==> config.mk <==
export PLATFORM = sky130hd
export DESIGN_NAME = pixel_scan_ctrl
export DESIGN_NICKNAME = d
export VERILOG_FILES = /design/src/rtl/pixel_scan_ctrl.sv
export SDC_FILE = /design/constraint.sdc
export NUM_CORES = 1
export LEC_CHECK = 0
export BUFFER_PORTS_ARGS = -buffer_cell sky130_fd_sc_hd__buf_2
export CORE_MARGIN = 4
export CORE_UTILIZATION = 55
export CTS_BUF_LIST = sky130_fd_sc_hd__clkbuf_8
export CTS_CLUSTER_SIZE = 12
export DETAILED_ROUTE_END_ITERATION = 8
export GPL_ROUTABILITY_DRIVEN = 0
export PLACE_DENSITY_LB_ADDON = 0.08
export SLEW_MARGIN = 5
export SYNTH_ARGS = -nofsm -noshare
export SYNTH_HDL_FRONTEND = slang
export SYNTH_SLANG_ARGS = --single-unit
==> constraint.sdc <==
create_clock -name clk -period 8 [get_ports clk]
set_input_delay 2 -clock clk [delete_from_list [all_inputs] [get_ports clk]]
set_output_delay 2 -clock clk [all_outputs]
set_load 0.02 [all_outputs]
==> src/rtl/pixel_scan_ctrl.sv <==
// Dual-lane pixel scan sequencer: first beat 1 cycle after start, outputs frozen while rdy=0.
// Define SCAN_DUAL_ROW_EN to pair lanes vertically (row, row+1) instead of horizontally.
module pixel_scan_ctrl #(
  parameter int IDX_W = 11,
  parameter int CH_W  = 4
) (
  input  logic             clk,
  input  logic             rst,
  input  logic [IDX_W-1:0] cfg_rows,
  input  logic [IDX_W-1:0] cfg_cols,
  input  logic [CH_W-1:0]  cfg_chans,
  input  logic             start,
  input  logic             abort,
  input  logic             rdy,
  output logic [IDX_W-1:0] row_idx1,
  output logic [IDX_W-1:0] col_idx1,
  output logic [IDX_W-1:0] row_idx2,
  output logic [IDX_W-1:0] col_idx2,
  output logic             lane2_vld,
  output logic [CH_W-1:0]  channel_num,
  output logic             data_start,
  output logic             data_end,
  output logic             data_vaild,
  output logic             busy,
  output logic             done
);

  typedef enum logic [1:0] {S_IDLE, S_RUN, S_DONE} state_t;

  state_t           state_q, state_d;
  logic [IDX_W-1:0] rows_q, cols_q, row_q, col_q;
  logic [CH_W-1:0]  chans_q, ch_q;
  logic [IDX_W-1:0] row_nxt, col_nxt;

  // One extra bit keeps index+1/index+2 exact even at the maximum frame size.
  logic [IDX_W:0] rows_x, cols_x, row_p1, col_p1;
  logic           cfg_ok, col_last, row_last, ch_last, lane2_ok, accept;

  assign rows_x = {1'b0, rows_q};
  assign cols_x = {1'b0, cols_q};
  assign row_p1 = {1'b0, row_q} + 1'b1;
  assign col_p1 = {1'b0, col_q} + 1'b1;

`ifdef SCAN_DUAL_ROW_EN
  logic [IDX_W:0] row_p2;
  assign row_p2   = {1'b0, row_q} + 2'd2;
  assign col_last = col_p1 >= cols_x;
  assign row_last = row_p2 >= rows_x;
  assign lane2_ok = row_p1 < rows_x;
  assign col_nxt  = col_p1[IDX_W-1:0];
  assign row_nxt  = row_p2[IDX_W-1:0];
`else
  logic [IDX_W:0] col_p2;
  assign col_p2   = {1'b0, col_q} + 2'd2;
  assign col_last = col_p2 >= cols_x;
  assign row_last = row_p1 >= rows_x;
  assign lane2_ok = col_p1 < cols_x;
  assign col_nxt  = col_p2[IDX_W-1:0];
  assign row_nxt  = row_p1[IDX_W-1:0];
`endif

  assign cfg_ok  = (cfg_rows != '0) && (cfg_cols != '0) && (cfg_chans != '0);
  assign ch_last = ch_q == (chans_q - 1'b1);
  // abort wins over a beat handed over in the same cycle
  assign accept  = (state_q == S_RUN) && rdy && !abort;

  always_comb begin
    state_d = state_q;
    case (state_q)
      S_IDLE: if (start) state_d = cfg_ok ? S_RUN : S_DONE;
      S_RUN: begin
        if (abort) state_d = S_IDLE;
        else if (accept && col_last && row_last && ch_last) state_d = S_DONE;
      end
      S_DONE:  state_d = S_IDLE;
      default: state_d = S_IDLE;
    endcase
  end

  always_ff @(posedge clk) begin
    if (rst) begin
      state_q <= S_IDLE;
      rows_q  <= '0;
      cols_q  <= '0;
      chans_q <= '0;
      row_q   <= '0;
      col_q   <= '0;
      ch_q    <= '0;
    end else begin
      state_q <= state_d;
      if (state_q == S_IDLE && start && cfg_ok) begin
        rows_q  <= cfg_rows;
        cols_q  <= cfg_cols;
        chans_q <= cfg_chans;
        row_q   <= '0;
        col_q   <= '0;
        ch_q    <= '0;
      end else if (accept) begin
        if (col_last) begin
          col_q <= '0;
          if (row_last) begin
            row_q <= '0;
            ch_q  <= ch_q + 1'b1;
          end else begin
            row_q <= row_nxt;
          end
        end else begin
          col_q <= col_nxt;
        end
      end
    end
  end

  always_comb begin
    row_idx1    = '0;
    col_idx1    = '0;
    row_idx2    = '0;
    col_idx2    = '0;
    lane2_vld   = 1'b0;
    channel_num = '0;
    data_start  = 1'b0;
    data_end    = 1'b0;
    data_vaild  = 1'b0;
    busy        = 1'b0;
    done        = state_q == S_DONE;
    if (state_q == S_RUN) begin
      data_vaild  = 1'b1;
      busy        = 1'b1;
      row_idx1    = row_q;
      col_idx1    = col_q;
      channel_num = ch_q;
      lane2_vld   = lane2_ok;
      data_start  = (row_q == '0) && (col_q == '0);
      data_end    = row_last && col_last;
      if (lane2_ok) begin
`ifdef SCAN_DUAL_ROW_EN
        row_idx2 = row_p1[IDX_W-1:0];
        col_idx2 = col_q;
`else
        row_idx2 = row_q;
        col_idx2 = col_p1[IDX_W-1:0];
`endif
      end
    end
  end

endmodule
==> impl_results.md <==
- Hold crit path type: reg -> reg
- Sequential area share after synthesis: 27.2%
- Tcrit/Tclk final: between 60% and 70%
- Synth area leaders: dfxtp_1, ha_1, mux2i_1, nor2_1, and2_1
- Vert. Die Dim: 92.2 um
- Setup Buffers After CTS: 0
- DR vias/cell: roughly 5.5
- Clock Pin Slew Worst Setup and Hold Paths: 0.10 ns
- Tightest Pin Transition: 0.746 ns
- Hold-critical path depth: 2
- Setup violators final: 0
- Syn Inst Count: 501
- Fraction of registers with async set/reset: 0%
- CP peak stage delay: slightly below 0.5 ns
- CP max FO: 16
- First drt pass iteration count: 5
- Final Hold Fails: 0
- Area Growth Syn to Fin: 12.3%
- Setup slack, reg-to-reg: 4.35 ns
- Footprint of the multi-input gates: 0.00251 mm^2
- First-pass GRT wire length: approximately 16 mm
- Origin of the worst min-delay path: cols_q[2]
- Vias in the first global route: 3325
- Max transition margin: 49.8%
- TritonCTS buffer count: 5
- Syn nets: roughly 570
- CP arrival: 3.38 ns
- DRT Wirelength: 9.75 mm
- VDD IR max: 0.0000946 V
- Reg2Reg Capture Point: state_q[1]
- Startpoint types: flip-flop
- Crit path capture type: primary output
- Met1 usage: between 30% and 40%
- DRC: 0
- Setup Crit Path Kind: reg -> out
- Synth area leader: dfxtp_1
- Final Hold Slack: 0.502 ns
- Req. time, crit path: 6.00 ns
- Avg Cell Area, Syn: 7.77 um^2
- Total die area: 0.00849 mm^2
- Overflow after GRT: 0
- Final Max Slew Viols: 0
- Cell variety after synth: 56
- Final clock skew: approximately 0.0044 ns
- Most numerous cell in the Yosys netlist: nor2_1
- Antenna violations before repair: 0
- Fill count: 650
- Tmin final: 5.38 ns
- Post-synth EDFFs: 0
- Reg area: 0.00106 mm^2
- Mapped Area: 0.00389 mm^2
- ANT nets after route: 0
- Register-to-Register Path Depth: 11
- H-tree levels: 2
- Slowest-stage cell, CP: dfxtp_1
- Clock Sink Count: 53
- Post-DP HPWL: 7.45 mm
- PwrDens: 137 mW/mm^2
- TritonCTS clock tree: built
- Leakage power: 0.00209 uW
- Met2 Usage GRT: 35.8%
- CTS Root Cell: clkbuf_8
- Max Root-Sink Buffers: 2
- Commonest cells in the netlist: nor2_1, dfxtp_1, nand2_1
- Worst-skew pair later-pin latency: between 0.3 and 0.4 ns
- Row Count: 30
- Status: completed
- Critical R2R Launch: col_q[3]
- Max-cap check violation count: 0
- Port buffer count: 83
- Hold Crit Endpoint: cols_q[2]
- Max Freq: 0.186 GHz
- Core ar.: 0.00683 mm^2
- GRT Util Overall: 23.0%
- NumNets Final: ~600
- Hold-fix buffers, CTS: 0
- Met3 usage: 4.59%
- Largest net degree at the start of global routing: 30
- Wirelength per Cell: 15.0 um
- Top_reg_cell synth: dfxtp_1
- Share of cells above drive strength 1: 20.1%
- RSZ-0062 raised after global routing: false
- Worst path cell trace: ha_1 > and3_1 > and3_1 > nand3_1 > xnor2_1 > ha_1 > nor2b_1 > a311oi_1 > o21a_2 > nor3_1 > buf_2
- Ports: 85
- Post-synthesis register bit count: 53
- Ant diodes: 0
- Die W: 92.2 um
- Vias: 3589
- Setup TNS Final: 0 ns
- Initial DRC count: 202
- Synthesis warning total: 0
- Initial Util: 57.0%
- Synth top area share: 27.2%
- Post_cts resized: 0
- GR peak layer: met2
==> where the power goes <==
group	leakage [uW]	total [uW]	internal [uW]	switching (uW)
Sequential	0.000431	281	274	6.98
Combinational	0.00160	126	46.7	79.6
Clock	0.0000585	190	94.0	95.6
==> metal layers <==
| metal | vias to the layer above | part of all wire (%) |
|---|---|---|
| li1 | 1795 | - |
| met1 | 1622 | 49 |
| met2 | 154 | 41 |
| met3 | 18 | 7.8 |
| met4 | 0 | 1.4 |
| met5 | - | 0 |
==> layout make-up <==
type | count | share of cell area (%)
well taps | 96 | 2.75
flip-flops and latches | 53 | 24.3
inverters | 30 | 2.57
multi-input cells | 373 | 57.5
repair buffers | 88 | 10.4
clock inverters | 3 | 1.00
clock buffers | 5 | 1.57
==> flip-flops by register name, indices dropped and copies added (netlist names) <==
signal	flops
col_q	10
state_q	2
rows_q	11
chans_q	4
ch_q	4
row_q	11
cols_q	11
==> stage by stage <==
stage	cells	util (%)	area (um^2)	power, uW	worst slack, ns
global route	648	64.0	4370	627	2.34
floorplan	501	-	3890	378	3.21
CTS	648	64.0	4370	600	2.66
global placement	640	62.4	4260	409	3.17
finish	648	64.0	4370	597	2.62
detailed placement	640	62.4	4260	413	3.03
==> logic make-up after synthesis <==
family | after synthesis | share of synthesized area, %
AO/OA/AOI/OAI | 71 | 12.2
buffers and inverters | 75 | 8.32
multiplexers | 26 | 6.68
adder cells (fa/ha/maj) | 36 | 11.6
flip-flops | 53 | 27.2
AND/OR/NAND/NOR | 216 | 28.8
XOR/XNOR | 23 | 5.17
other | 1 | 0.0963
==> worst max path at each step <==
stage               startpoint        to  slack (ns)  depth (start not counted)
floorplan             row_q[0]  data_end        3.21                         12
global placement      row_q[0]  data_end        3.17                         11
detailed placement    row_q[0]  data_end        3.03                         11
CTS                   row_q[0]  data_end        2.66                         11
global route          row_q[0]  data_end        2.34                         11
finish                row_q[0]  data_end        2.62                         11
==> placed cells by master (no fill, tap or decap), types with 2 or more instances in the layout <==
cell type	netlist	routed
a211oi_1	4	3
a211oi_2	1	2
a21oi_1	25	25
a31oi_1	2	2
a32o_1	4	4
and2_1	27	27
and3_1	3	3
buf_2	10	83
buf_4	8	5
clkbuf_8	0	5
dfxtp_1	53	53
ha_1	36	36
inv_1	30	30
mux2i_1	26	26
nand2_1	43	43
nand3_1	21	21
nand4_1	5	5
nand4b_1	4	4
nor2_1	63	63
nor2b_1	8	8
nor3_1	13	13
nor3_4	2	2
nor4_1	8	8
o211ai_1	2	2
o21a_1	3	3
o21ai_0	10	10
o21ai_1	6	6
o2bb2ai_1	2	2
o31ai_1	3	3
or3_1	3	3
or4_1	4	4
xnor2_1	12	12
xor2_1	11	11
==> critical path, delay by kind of cell, from the launching register on <==
kind,cells,cell delay (ns)
XOR/XNOR,1,0.25
AND/OR/NAND/NOR,5,0.88
buffers and inverters,1,0.19
flip-flops,1,0.49
adder cells (fa/ha/maj),2,0.55
AO/OA/AOI/OAI,2,0.70
No activity file was read; power rests on OpenSTA's default activity.
